## config.mk

```make
export PLATFORM = sky130hd
export DESIGN_NAME = fre_measure
export DESIGN_NICKNAME = d
export VERILOG_FILES = /design/src/rtl/fre_measure.sv
export SDC_FILE = /design/constraint.sdc
export NUM_CORES = 1
export LEC_CHECK = 0
export ABC_AREA = 1
export CORE_MARGIN = 8
export CORE_UTILIZATION = 54
export CTS_CLUSTER_SIZE = 14
export DETAILED_ROUTE_END_ITERATION = 12
export MAX_ROUTING_LAYER = met4
export PLACE_DENSITY = 0.76
export SLEW_MARGIN = 20
export SYNTH_ARGS = -nofsm -noshare
export SYNTH_HDL_FRONTEND = slang
export SYNTH_SLANG_ARGS = --single-unit
```

## constraint.sdc

```tcl
create_clock -name clk -period 2 [get_ports clk]
set_input_delay 0.4 -clock clk [delete_from_list [all_inputs] [get_ports clk]]
set_output_delay 0.4 -clock clk [all_outputs]
set_load 0.03 [all_outputs]
```

## src/rtl/fre_measure.sv

```systemverilog
// Equal-precision frequency meter: counts fx periods (nx) and clk cycles (ns)
// over a gate that opens and closes on synchronized fx rising edges.
module fre_measure #(
    parameter int GATE_CYCLES = 100,
    parameter int TIMEOUT     = 1000,
    parameter int CNT_W       = 32
) (
    input  logic             clk,
    input  logic             rst_n,
    input  logic             fx,
    input  logic             start,
    output logic             busy,
    output logic             done,
    output logic             timeout,
    output logic [CNT_W-1:0] nx,
    output logic [CNT_W-1:0] ns
);

    typedef enum logic [2:0] {
        S_IDLE  = 3'd0,
        S_ARM   = 3'd1,
        S_COUNT = 3'd2,
        S_CLOSE = 3'd3,
        S_DONE  = 3'd4
    } state_t;

    localparam logic [CNT_W-1:0] CNT_ZERO  = {CNT_W{1'b0}};
    localparam logic [CNT_W-1:0] CNT_ONE   = {{(CNT_W-1){1'b0}}, 1'b1};
    localparam logic [CNT_W-1:0] CNT_MAX   = {CNT_W{1'b1}};
    localparam logic [CNT_W-1:0] GATE_LAST = CNT_W'(GATE_CYCLES - 1);
    localparam logic [CNT_W-1:0] TO_LAST   = CNT_W'(TIMEOUT - 1);

    function automatic logic [CNT_W-1:0] sat_inc(input logic [CNT_W-1:0] v);
        if (v == CNT_MAX) begin
            return v;
        end else begin
            return v + CNT_ONE;
        end
    endfunction

    state_t           state_r, state_next_s;
    logic             fx_meta_r, fx_sync_r, fx_prev_r;
    logic             fx_rise_s;
    logic             abort_s;
    logic [CNT_W-1:0] ns_c_r, nx_c_r, wc_r;
    logic [CNT_W-1:0] ns_inc_s, nx_inc_s;
    logic             busy_r, done_r, timeout_r;
    logic [CNT_W-1:0] nx_r, ns_r;

    assign fx_rise_s = fx_sync_r & ~fx_prev_r;
    // Values the counters take at the end of this cycle; the closing edge
    // is itself counted, so results are taken from these.
    assign ns_inc_s  = sat_inc(ns_c_r);
    assign nx_inc_s  = sat_inc(nx_c_r);

    assign busy    = busy_r;
    assign done    = done_r;
    assign timeout = timeout_r;
    assign nx      = nx_r;
    assign ns      = ns_r;

    // fx synchronizer and edge-detect history
    always_ff @(posedge clk or negedge rst_n) begin
        if (!rst_n) begin
            fx_meta_r <= 1'b0;
            fx_sync_r <= 1'b0;
            fx_prev_r <= 1'b0;
        end else begin
            fx_meta_r <= fx;
            fx_sync_r <= fx_meta_r;
            fx_prev_r <= fx_sync_r;
        end
    end

    // Next-state logic; fx_rise has priority over the wait timeout
    always_comb begin
        state_next_s = state_r;
        abort_s      = 1'b0;
        case (state_r)
            S_IDLE: begin
                if (start) state_next_s = S_ARM;
                else       state_next_s = S_IDLE;
            end
            S_ARM: begin
                if (fx_rise_s) begin
                    state_next_s = S_COUNT;
                end else if (wc_r == TO_LAST) begin
                    state_next_s = S_DONE;
                    abort_s      = 1'b1;
                end else begin
                    state_next_s = S_ARM;
                end
            end
            S_COUNT: begin
                if (ns_inc_s >= GATE_LAST) state_next_s = S_CLOSE;
                else                       state_next_s = S_COUNT;
            end
            S_CLOSE: begin
                if (fx_rise_s) begin
                    state_next_s = S_DONE;
                end else if (wc_r == TO_LAST) begin
                    state_next_s = S_DONE;
                    abort_s      = 1'b1;
                end else begin
                    state_next_s = S_CLOSE;
                end
            end
            S_DONE:  state_next_s = S_IDLE;
            default: state_next_s = S_IDLE;
        endcase
    end

    // State register
    always_ff @(posedge clk or negedge rst_n) begin
        if (!rst_n) state_r <= S_IDLE;
        else        state_r <= state_next_s;
    end

    // Gate counters: ns_c/nx_c run inside the gate, wc bounds each fx wait
    always_ff @(posedge clk or negedge rst_n) begin
        if (!rst_n) begin
            ns_c_r <= CNT_ZERO;
            nx_c_r <= CNT_ZERO;
            wc_r   <= CNT_ZERO;
        end else begin
            case (state_r)
                S_IDLE: begin
                    if (start) begin
                        ns_c_r <= CNT_ZERO;
                        nx_c_r <= CNT_ZERO;
                        wc_r   <= CNT_ZERO;
                    end
                end
                S_ARM: begin
                    if (fx_rise_s) begin
                        ns_c_r <= CNT_ZERO;
                        nx_c_r <= CNT_ZERO;
                        wc_r   <= CNT_ZERO;
                    end else begin
                        wc_r <= sat_inc(wc_r);
                    end
                end
                S_COUNT: begin
                    ns_c_r <= ns_inc_s;
                    wc_r   <= CNT_ZERO;
                    if (fx_rise_s) nx_c_r <= nx_inc_s;
                end
                S_CLOSE: begin
                    ns_c_r <= ns_inc_s;
                    wc_r   <= sat_inc(wc_r);
                    if (fx_rise_s) nx_c_r <= nx_inc_s;
                end
                default: begin
                    wc_r <= wc_r;
                end
            endcase
        end
    end

    // Registered status and results, loaded on the transition into DONE
    always_ff @(posedge clk or negedge rst_n) begin
        if (!rst_n) begin
            busy_r    <= 1'b0;
            done_r    <= 1'b0;
            timeout_r <= 1'b0;
            nx_r      <= CNT_ZERO;
            ns_r      <= CNT_ZERO;
        end else begin
            busy_r <= (state_next_s != S_IDLE);
            done_r <= (state_next_s == S_DONE);
            if (state_next_s == S_DONE) begin
                if (abort_s) begin
                    nx_r      <= CNT_ZERO;
                    ns_r      <= CNT_ZERO;
                    timeout_r <= 1'b1;
                end else begin
                    nx_r      <= nx_inc_s;
                    ns_r      <= ns_inc_s;
                    timeout_r <= 1'b0;
                end
            end
        end
    end

endmodule

```

Word-level counts from Yosys, hierarchy flattened --
Index checks and enable logic that the tools add are counted.
Word-level totals: flip-flop bits (word level) 169, output and inout port bits 67, input port bits 4, word-level logic and storage cells 61
Cells by class: reduce and logical (&&, ||, !) cells 9, $add $sub $neg 3, muxes and demuxes 23, eq/ne operators 11, bitwise logic cells 2, magnitude comparators 1
Operators with widths (number):
- two-way mux 32 bit | 9
- one-hot mux 32 bit (3 select lines) | 2
- one-hot mux 32 bit (4 select lines) | 1
- adder 32 x 1 -> 32 bit (second input constant) | 3
- == test 32 bit (second input constant) | 3
- == test 32 x 10 -> 1 bit (second input constant) | 1
- greater-or-equal comparator 32 x 7 -> 1 bit (second input constant) | 1
- two-way mux 3 bit | 4
- one-hot mux 3 bit (4 select lines) | 1
- == test 3 x 2 -> 1 bit (second input constant) | 2
- two-way mux 1 bit | 6
- nonzero test 3 bit | 2
- != test 2 bit (second input constant) | 2
- AND reduction 4 bit | 1
- nonzero test 4 bit | 1
- OR reduction 2 bit | 2
- == test 3 x 1 -> 1 bit (second input constant) | 1
- == test 3 bit (second input constant) | 1
- zero test 3 bit | 1
- AND reduction 3 bit | 1
- != test 2 x 1 -> 1 bit (second input constant) | 1
- AND reduction 2 bit | 1
- bitwise AND 1 bit | 1
- NOT 1 bit | 1

Depth between registers and ports, before layout --
Gate-level depths: netlist of the first run.
depth after elaboration 6, depth in mapped cells 16, depth with buffers taken out 16

Worst setup path after synthesis of the first run --
Ideal clock, no wire load.
kind register -> register, start register ns_c_r[1], end register state_r[0], setup time 0.116 ns, required time 1.884 ns, period minus slack after synthesis 1.934 ns, cell stages (with the launch flop) 17, arrival time 1.817 ns, path buffers 0, path slack 0.066 ns, cell sequence dfrtp_1 ha_1 inv_1 nor2_4 nand2_2 nor2_2 nand2_1 nand2_1 nand2_1 nor2_2 nand2_1 nor2_1 nand2_1 nor2_1 nand2_1 nand2_1 nand2_1
Between the ends: word-level cells in the longest chain between the ends 5, elaborated cells between the ends (all ways) 6, classes of those cells 1 x add/sub; 1 x order compare; 1 x eq/ne; 3 x mux
Ends and longest elaborated chain:
- from (decl) | line 45 | logic [CNT_W-1:0] ns_c_r, nx_c_r, wc_r;
- from (signal assigned) | line 144 | ns_c_r <= ns_inc_s;
- from (signal assigned) | line 149 | ns_c_r <= ns_inc_s;
- adder 32 x 1 -> 32 bit or == test 32 bit (tied branches) | line 37, 34
- two-way mux 32 bit * | line 34 | if (v == CNT_MAX) begin
- greater-or-equal comparator 32 x 7 -> 1 bit * | line 95 | if (ns_inc_s >= GATE_LAST) state_next_s = S_CLOSE;
- two-way mux 1 bit * | line 95
- one-hot mux 3 bit (4 select lines) * | line 79 | case (state_r)
- net state_next_s[0] | line 41 | state_t state_r, state_next_s;
- to (signal assigned) | line 116 | else state_r <= state_next_s;
- to (decl) | line 41
The timed path passes the listed nets; every way through them passes the cells marked *. A chain may end at the register's enable or synchronous reset.

Worst setup path after layout of the first run --
start register wc_r[0], end register wc_r[20]
Between the ends: word-level cells in the longest chain between the ends 4, elaborated cells between the ends (all ways) 5, classes of those cells 1 x add/sub; 1 x eq/ne; 3 x mux
Ends and longest elaborated chain:
- from (decl) | line 45
- from (signal assigned) | line 140 | wc_r <= sat_inc(wc_r);
- from (signal assigned) | line 150 | wc_r <= sat_inc(wc_r);
- from (signal assigned) | line 154 | wc_r <= wc_r;
- adder 32 x 1 -> 32 bit or == test 32 bit (tied branches) | line 37, 34
- two-way mux 32 bit * | line 34
- two-way mux 32 bit | line 135 | if (fx_rise_s) begin
- one-hot mux 32 bit (4 select lines) * | line 126 | case (state_r)
Every way passes the cells marked *; elsewhere a longest branch is shown, timed or not.

==> impl_metrics.toml, run 1 <==
[pwr]
power_density_nw_per_um2 = 731
p_leak_nw = 6.39
power.ir.vdd_worst_mv = 0.918
power_mw = 10.3

[detailed_routing]
wirelength_mm = 33.3
wl_per_cell_um = 18.4
dr.pass1.iters = 6
drcViolationCount = 0
ant_nets = 0
routed-via-count = 10300
viasPerCell = 5.66
first_iter_violations = 1013

[placement]
hpwl_mm = 21.9
gpl.final_weighted_congestion = 1.01
dpl_cell_area_sq_um = 12100
port_buffers = 70

[worst_setup_path]
cp_top_family = "simple AND/OR/NAND/NOR gates"
critPathMaxStageDelay_ns = 0.40
timing.critical_path.fanout_max = 8
critPathRequiredTime_ns = 2.32
cp-end-kind = "flip-flop"
worstSetupPathType = "reg -> reg"
worst-endpoint-arrival_ns = 2.45
critical_path.n_buffers_inverters = 1
critical_path.slowest_cell = "sky130_fd_sc_hd__dfrtp_1"
crit_path_cell_trace = "ha_4, nand2_4, nor2_4, nand2_4, nor2_4, nand3_4, nor2_4, nand2_4, o21ai_4, buf_12, nor3_4, o21ai_1, nor2_1"
cp-start-kind = "flip-flop"

[timing]
grt_setup_unrepaired = "yes"
fin_crit_ns = 2.13
final.setup.worst_slack_ns = -0.131
fin_crit_sh = 1.07
finalClockSkew_ns = 0.0108
max_clock_freq_mhz = 469
final-setup-viol-count = 58
worst_hold_slack_ns = 0.0112
hold_violations = 0
worst-slew-pin-transition_ns = 0.724
finalMaxSlewViolations = 0
slew-limit-headroom = 0.517

[logic_synthesis]
post_synth_inst_count = 1311
yosys-top-cells-area = "sky130_fd_sc_hd__dfrtp_1 (43%), sky130_fd_sc_hd__nand2_1 (14%), sky130_fd_sc_hd__inv_1 (6.5%)"
synth.yosys.seq_area_share = 0.425
total_of_flip_flops_plus_latches_after_synthesis = 169
synth_cell_type_count = 47
synth_top_area_frac = 0.425
synth.largest_area_cell = "sky130_fd_sc_hd__dfrtp_1"
post_synth.cell_area_avg_sq_um = 7.59
postSynthNetCount = 1318
syn-cell-area_sq_um = 9940
yosys_warnings = 0

[grt]
grt.met1_usage = 0.365
overflow = 0
grt_antenna_before_repair = 0
grt-busiest-layer = "met2"
grt_start_max_net_pins = 126
global_route.usage.met3 = 0.0493
grt_pass1_vias = 9478
grt_first_pass_wirelength_mm = 48.8
global_route.usage.met2 = 0.431
overall_routing_resource_usage = 0.276

[clock_network]
clk_root_buffer_cell = "sky130_fd_sc_hd__clkbuf_16"
cts.sinks = 169
cts_tree = "done"
numCtsBuffers = 17
cts-root-to-sink-buffers = 2
clkSlewWorstSetupHoldPaths_ns = 0.08
htreeDepth = 4
hold_buffers = 0
clk-insertion-delay-late_ns = 0.43

[die]
effective_utilization_at_floorplan = 0.552
die_area_sq_um = 23000
ios = 71
placement_rows = 49
die_width_um = 152
core_area_sq_um = 18000
die_h_um = 152

[status]
status = "finished, violations left"
failed_checks = "setup timing"

[worst_hold_path]
min-delay-path-class = "in -> async"

[layout]
final_common_cell = "sky130_fd_sc_hd__nand2_1"
drive_above_1_share = 0.285
layout.cell_area.non_filler_sq_um = 14000
nNetsFinal = 1575
leading_cell_types_in_the_layout_fill_and_taps_excluded = "sky130_fd_sc_hd__nand2_1 (353), sky130_fd_sc_hd__buf_4 (171), sky130_fd_sc_hd__dfrtp_1 (166)"
diodes = 0
area.growth.synth_to_final_pct = 41.2

[job]
drv.max_cap_violation_count = 0
## flip-flops by register name (all words and copies together) (netlist names)
register   count
busy           1
done           1
fx_meta_r      1
fx_prev_r      1
fx_sync_r      1
ns            32
ns_c_r        32
nx            32
nx_c_r        32
state_r        3
timeout        1
wc_r          32
## repair_timing
item                       CTS  global route
gates cloned                 2            12
pin swaps                   10            56
setup buffers                9            22
gates resized for setup     32           182
setup endpoints to repair   67           122
## report_power, final
part | total [mW] | leakage, nW | switching (mW) | internal, mW
combinational | 3.20 | 3.78 | 2.00 | 1.20
clock | 3.34 | 0.287 | 1.63 | 1.71
sequential | 3.73 | 2.33 | 0.137 | 3.59
total | 10.3 | 6.39 | 3.76 | 6.50
## cell type report
type                       count  area [sq um]
sequential                   169          4230
multi-input combinational    918          5530
clock buffer                  18           439
inverter                     180           691
tap                          229           287
fill                        1261          3980
clock inverter                14           149
timing repair buffer         282          2720
## logic make-up (layout without fill, tap and decap cells)
family,count (synthesis),in the layout,synth area share
xor+xnor,51,51,0.0449
buf+inv,225,494,0.0926
flops,169,169,0.425
simple gates,691,692,0.309
fa+ha+maj,3,3,0.00377
compound gates,172,172,0.125
## path summary, 6_finish.rpt
check / slack, ns / start / cells after the start / endpoint
min: 0.01 / rst_n / 2 / wc_r[23]
min in group clk: 0.38 / fx_sync_r / 0 / fx_prev_r
max reg2reg: -0.13 / wc_r[0] / 13 / wc_r[20]
max: -0.13 / wc_r[0] / 13 / wc_r[20]
min reg2reg: 0.38 / fx_sync_r / 0 / fx_prev_r
max in group asynchronous: 1.41 / rst_n / 2 / ns_c_r[30]
## stage by stage
step | util | setup TNS, ns | cells | setup WS (ns)
floorplan | - | 0 | 1311 | 0.0663
global placement | 0.672 | -5.92 | 1735 | -0.172
detailed placement | 0.672 | -9.89 | 1735 | -0.247
CTS | 0.716 | -1.70 | 1778 | -0.0860
global route | 0.779 | -12.59 | 1810 | -0.226
finish | 0.779 | -4.08 | 1810 | -0.131
## cells in the mapped netlist, drive strengths merged
| library cell | count |
|---|---|
| and3 | 1 |
| dfrtp | 169 |
| and2 | 1 |
| a21oi | 11 |
| nor2 | 133 |
| a22oi | 1 |
| o22ai | 35 |
| nand4 | 29 |
| ha | 3 |
| nor4 | 9 |
| o21bai | 1 |
| nand2 | 388 |
| xnor2 | 1 |
| a211oi | 1 |
| nand3b | 2 |
| o31ai | 46 |
| o21ai | 60 |
| nand3 | 72 |
| inv | 180 |
| nor3 | 51 |
| o211ai | 10 |
| xor2 | 50 |
| a22o | 4 |
| o21a | 2 |
| buf | 28 |
| nor3b | 5 |
| a31oi | 1 |
| clkbuf | 17 |
## per-layer routing
metal  routed length [um]  share of wire
met1                14100           0.42
met2                16000           0.48
met3                 2250          0.067
met4                  969          0.029
met5                    0              0
No activity file was read; power rests on OpenSTA's default activity.
==> run 2, diff against run 1 <==
Settings changed: CORE_UTILIZATION 54 to 55, DONT_BUFFER_PORTS set to 1, PLACE_DENSITY 0.76 to 0.72.
==> impl_metrics.toml, run 2 (synthesis gave the netlist of run 1 again) <==
[clock_network]
cts_tree = "done"
clkSlewWorstSetupHoldPaths_ns = 0.08
clk_root_buffer_cell = "sky130_fd_sc_hd__clkbuf_16"
clk-insertion-delay-late_ns = 0.44
hold_buffers = 1
cts.sinks = 169
cts-root-to-sink-buffers = 2
numCtsBuffers = 17
htreeDepth = 4

[grt]
overall_routing_resource_usage = 0.277
grt_antenna_before_repair = 0
overflow = 0
grt_start_max_net_pins = 170
grt_pass1_vias = 8926
grt_first_pass_wirelength_mm = 47.9

[pwr]
p_leak_nw = 5.91
power_density_nw_per_um2 = 781
power.ir.vdd_worst_mv = 0.727
power_mw = 10.2

[worst_setup_path]
cp-end-kind = "flip-flop"
worst-endpoint-arrival_ns = 2.52
timing.critical_path.fanout_max = 5
critPathRequiredTime_ns = 2.36
cp-start-kind = "flip-flop"
worstSetupPathType = "reg -> reg"

[layout]
leading_cell_types_in_the_layout_fill_and_taps_excluded = "sky130_fd_sc_hd__nand2_1 (338), sky130_fd_sc_hd__inv_1 (163), sky130_fd_sc_hd__dfrtp_1 (162)"
layout.cell_area.non_filler_sq_um = 13100
post-route-util = 0.732
nNetsFinal = 1462
area.growth.synth_to_final_pct = 31.3
drive_above_1_share = 0.286
diodes = 0
final_common_cell = "sky130_fd_sc_hd__nand2_1"

[die]
die_area_sq_um = 22600
ios = 71
die_width_um = 150
core_area_sq_um = 17800
effective_utilization_at_floorplan = 0.557
placement_rows = 49
die_h_um = 150

[worst_hold_path]
min-delay-path-class = "in -> async"

[detailed_routing]
first_iter_violations = 751
wirelength_mm = 32.3
wl_per_cell_um = 19.0
dr.pass1.iters = 6
routed-via-count = 9707
drcViolationCount = 0
viasPerCell = 5.72
ant_nets = 0

[timing]
finalClockSkew_ns = 0.0186
max_clock_freq_mhz = 463
worst_hold_slack_ns = -0.354
grt_setup_unrepaired = "yes"
finalMaxSlewViolations = 0
fin_crit_ns = 2.16
final.setup.worst_slack_ns = -0.160
final-setup-viol-count = 72
hold_violations = 169
slew-limit-headroom = 0.705
fin_crit_sh = 1.08
final.setup.tns_ns = -4.36
worst-slew-pin-transition_ns = 0.443

[placement]
port_buffers = 0
gpl.final_weighted_congestion = 0.983
hpwl_mm = 21.3
dpl_cell_area_sq_um = 11000

[status]
status = "finished, violations left"
failed_checks = "hold timing, setup timing"

[job]
drv.max_cap_violation_count = 0
## run 2: cell count changes in the layout (fill, tap and decap cells not counted), sizes merged
cell / delta
clkinv: -2
clkdlybuf4s50: -69
nand3: +1
clkdlybuf4s15: +1
dlygate4sd3: +1
clkbuf: -1
clkinvlp: +2
buf: -46
## run 2: final timing paths
| check | from | end | slack [ns] | depth (start not counted) |
|---|---|---|---|---|
| min in group clk | start | state_r[0] | 0.25 | 4 |
| min | rst_n | wc_r[1] | -0.35 | 0 |
| min reg2reg | fx_meta_r | fx_sync_r | 0.35 | 0 |
| max | ns_c_r[1] | ns[29] | -0.16 | 13 |
| max in group asynchronous | rst_n | ns_c_r[15] | 2.06 | 0 |
| max reg2reg | ns_c_r[1] | ns[29] | -0.16 | 13 |
## run 2: cell type report
class | instances | area, sq um
Multi-Input combinational cell | 919 | 5610
Fill cell | 1363 | 4790
Clock buffer | 18 | 439
Timing Repair Buffer | 168 | 1650
Inverter | 180 | 692
Tap cell | 229 | 287
Sequential cell | 169 | 4240
Clock inverter | 14 | 143
## run 2: worst max-delay path, cell delays in order (launching register included)
cell	delay, ns
sky130_fd_sc_hd__dfrtp_1	0.38
sky130_fd_sc_hd__buf_4	0.13
sky130_fd_sc_hd__nand2_2	0.06
sky130_fd_sc_hd__nor2_4	0.21
sky130_fd_sc_hd__nand2_2	0.12
sky130_fd_sc_hd__nor2_4	0.21
sky130_fd_sc_hd__buf_4	0.15
sky130_fd_sc_hd__buf_4	0.09
sky130_fd_sc_hd__nand3_1	0.09
sky130_fd_sc_hd__nand2_2	0.10
sky130_fd_sc_hd__nor2_2	0.05
sky130_fd_sc_hd__buf_4	0.13
sky130_fd_sc_hd__buf_4	0.14
sky130_fd_sc_hd__o31ai_4	0.23
## run 2: metal layers
layer	vias to the layer above	track usage	wire length (um)
li1	4556	-	-
met5	-	-	0
met4	0	0.0690	722
met3	51	0.0709	2650
met2	417	0.410	15000
met1	4683	0.373	13900
## run 2: what timing repair did
item,CTS,global route
cloned,4,14
gates resized for setup,47,200
setup buffers,5,23
setup endpoints to repair,61,132
endpoints found under the hold margin,170,169
pin swaps,8,64
## run 2: metrics by stage
step / instances / worst slack (ns) / hold WS (ns)
floorplan: 1311 / 0.0663 / 0.104
finish: 1697 / -0.160 / -0.354
global route: 1697 / -0.306 / -0.374
detailed placement: 1618 / -0.200 / 0.111
global placement: 1618 / -0.129 / 0.112
CTS: 1660 / -0.0590 / -0.357
## run 2: power by group
| part | switching (mW) | internal (mW) | leakage (nW) | total [mW] |
|---|---|---|---|---|
| clock | 1.66 | 1.70 | 0.280 | 3.36 |
| sequential | 0.388 | 3.59 | 2.32 | 3.98 |
| combinational | 1.72 | 1.14 | 3.30 | 2.86 |
==> run 3, diff against run 2 <==
Settings changed: MAX_ROUTING_LAYER met4 to not set.
==> impl_metrics.toml, run 3 (synthesis gave the netlist of run 1 again) <==
[die]
core_area_sq_um = 17800
die_h_um = 150
effective_utilization_at_floorplan = 0.557
placement_rows = 49
ios = 71
die_width_um = 150
die_area_sq_um = 22600

[layout]
layoutNonFillerInstCount = 1691
drive_above_1_share = 0.282
final_common_cell = "sky130_fd_sc_hd__nand2_1"
area.growth.synth_to_final_pct = 32.2
layout.cell_area.non_filler_sq_um = 13100
nNetsFinal = 1455
leading_cell_types_in_the_layout_fill_and_taps_excluded = "sky130_fd_sc_hd__nand2_1 (333), sky130_fd_sc_hd__dfrtp_1 (167), sky130_fd_sc_hd__inv_1 (161)"

[pwr]
power_density_nw_per_um2 = 759
p_leak_nw = 5.98
power.ir.vdd_worst_mv = 0.692

[detailed_routing]
wirelength_mm = 31.6
first_iter_violations = 977
ant_nets = 0
wl_per_cell_um = 18.7
viasPerCell = 5.73
routed-via-count = 9683
dr.pass1.iters = 7
drcViolationCount = 0

[clock_network]
clkSlewWorstSetupHoldPaths_ns = 0.07
cts-root-to-sink-buffers = 2
htreeDepth = 4
clk_root_buffer_cell = "sky130_fd_sc_hd__clkbuf_16"
clk-insertion-delay-late_ns = 0.44
cts.sinks = 169
numCtsBuffers = 17
cts_tree = "done"
hold_buffers = 1

[timing]
worst_hold_slack_ns = -0.352
fin_crit_ns = 2.17
grt_setup_unrepaired = "yes"
slew-limit-headroom = 0.705
max_clock_freq_mhz = 461
fin_crit_sh = 1.08
final.setup.worst_slack_ns = -0.168
worst-slew-pin-transition_ns = 0.438
hold_violations = 169
finalMaxSlewViolations = 0
final-setup-viol-count = 77
finalClockSkew_ns = 0.00881

[worst_hold_path]
min-delay-path-class = "in -> async"

[grt]
grt_antenna_before_repair = 0
overflow = 0
grt_first_pass_wirelength_mm = 47.4
grt_start_max_net_pins = 170
overall_routing_resource_usage = 0.267
grt_pass1_vias = 8768

[worst_setup_path]
worstSetupPathType = "reg -> reg"
worstReg2RegStart = "ns_c_r[0]"
cp-start-kind = "flip-flop"
crit_path_start = "ns_c_r[0]"
cp_top_family = "simple AND/OR/NAND/NOR gates"
crit_path_cell_trace = "ha_2, inv_2, nor2_4, nand2_4, nor2_8, nand3_4, buf_12, buf_8, nand3_2, nor2_2, nand2_2, nor2_2, nand2_1, nand2_1, nand2_1"
critical_path.slowest_cell = "sky130_fd_sc_hd__dfrtp_1"
crit_cells = 15
cp-end-kind = "flip-flop"
worst-endpoint-arrival_ns = 2.55
critical_path.n_buffers_inverters = 3
r2r.worst_path.cells = 15
critPathMaxStageDelay_ns = 0.36
timing.critical_path.fanout_max = 8
critical-path-top-cell-by-count = "sky130_fd_sc_hd__nand2_1"
critPathRequiredTime_ns = 2.38

[status]
failed_checks = "hold timing, setup timing"
status = "finished, violations left"

[placement]
dpl_cell_area_sq_um = 10900
port_buffers = 0
gpl.final_weighted_congestion = 0.990
total_instance_count_after_detailed_placement = 1608
post-place-ws_ns = -0.156
hpwl_mm = 20.5

[job]
drv.max_cap_violation_count = 0
==> run 3: changes by cell type in the layout (fill, tap and decap cells not counted), moves of 6 or more <==
| cell | previous run | this run |
|---|---|---|
| sky130_fd_sc_hd__buf_4 | 126 | 116 |
| sky130_fd_sc_hd__o31ai_2 | 27 | 21 |
| sky130_fd_sc_hd__o31ai_1 | 1 | 7 |
| sky130_fd_sc_hd__nand3_1 | 53 | 46 |
==> run 3: timing repair <==
item | CTS | global route
gates resized for setup | 76 | 186
pin swaps | 21 | 64
gates cloned | 9 | 6
buffers inserted | 12 | 25
hold endpoints to repair | 170 | 169
endpoints found under the setup margin | 67 | 135
==> run 3: power breakdown <==
part / switching [mW] / internal, mW / total, mW / leakage [nW]
logic: 1.71 / 1.01 / 2.72 / 3.36
registers: 0.368 / 3.59 / 3.96 / 2.33
clock network: 1.63 / 1.67 / 3.30 / 0.285
total: 3.71 / 6.27 / 9.98 / 5.98
==> run 3: layout make-up <==
class	instances	area, sq um
Clock inverter	14	150
Clock buffer	18	429
Inverter	180	693
Fill cell	1282	4700
Timing Repair Buffer	162	1660
Antenna cell	1	2.50
Multi-Input combinational cell	918	5690
Tap cell	229	287
Sequential cell	169	4230
==> run 3: through the flow <==
stage,utilization,TNS [ns],hold slack [ns],power [mW]
after global placement,0.612,-0.367,0.113,5.97
after CTS,0.681,-4.00,-0.354,9.58
after floorplan,-,0,0.104,5.17
after global routing,0.737,-16.12,-0.366,10.3
after detailed placement,0.612,-1.27,0.112,6.00
final,0.737,-7.54,-0.352,9.98
==> run 3: per-layer routing <==
| layer | vias up | track usage | share of wire | routed length [um] |
|---|---|---|---|---|
| met2 | 412 | 0.415 | 0.47 | 14900 |
| met5 | - | 0 | 0 | 0 |
| li1 | 4555 | - | - | - |
| met1 | 4649 | 0.363 | 0.42 | 13400 |
| met3 | 67 | 0.0673 | 0.079 | 2480 |
| met4 | 0 | 0.0760 | 0.025 | 796 |
==> run 3: final timing paths <==
check | end | slack, ns
worst max-delay path | state_r[0] | -0.17
worst min-delay path | wc_r[1] | -0.35
worst max register to register | state_r[0] | -0.17
worst min register to register | fx_sync_r | 0.35
max in group asynchronous | nx_c_r[21] | 2.04
min in group clk | state_r[0] | 0.29
==> run 3: worst register-to-register path, stage by stage, from the launching register on <==
cell                      delay (ns)
sky130_fd_sc_hd__dfrtp_1        0.36
sky130_fd_sc_hd__ha_2           0.20
sky130_fd_sc_hd__inv_2          0.06
sky130_fd_sc_hd__nor2_4         0.23
sky130_fd_sc_hd__nand2_4        0.11
sky130_fd_sc_hd__nor2_8         0.18
sky130_fd_sc_hd__nand3_4        0.19
sky130_fd_sc_hd__buf_12         0.20
sky130_fd_sc_hd__buf_8          0.13
sky130_fd_sc_hd__nand3_2        0.08
sky130_fd_sc_hd__nor2_2         0.05
sky130_fd_sc_hd__nand2_2        0.07
sky130_fd_sc_hd__nor2_2         0.05
sky130_fd_sc_hd__nand2_1        0.06
sky130_fd_sc_hd__nand2_1        0.05
sky130_fd_sc_hd__nand2_1        0.08
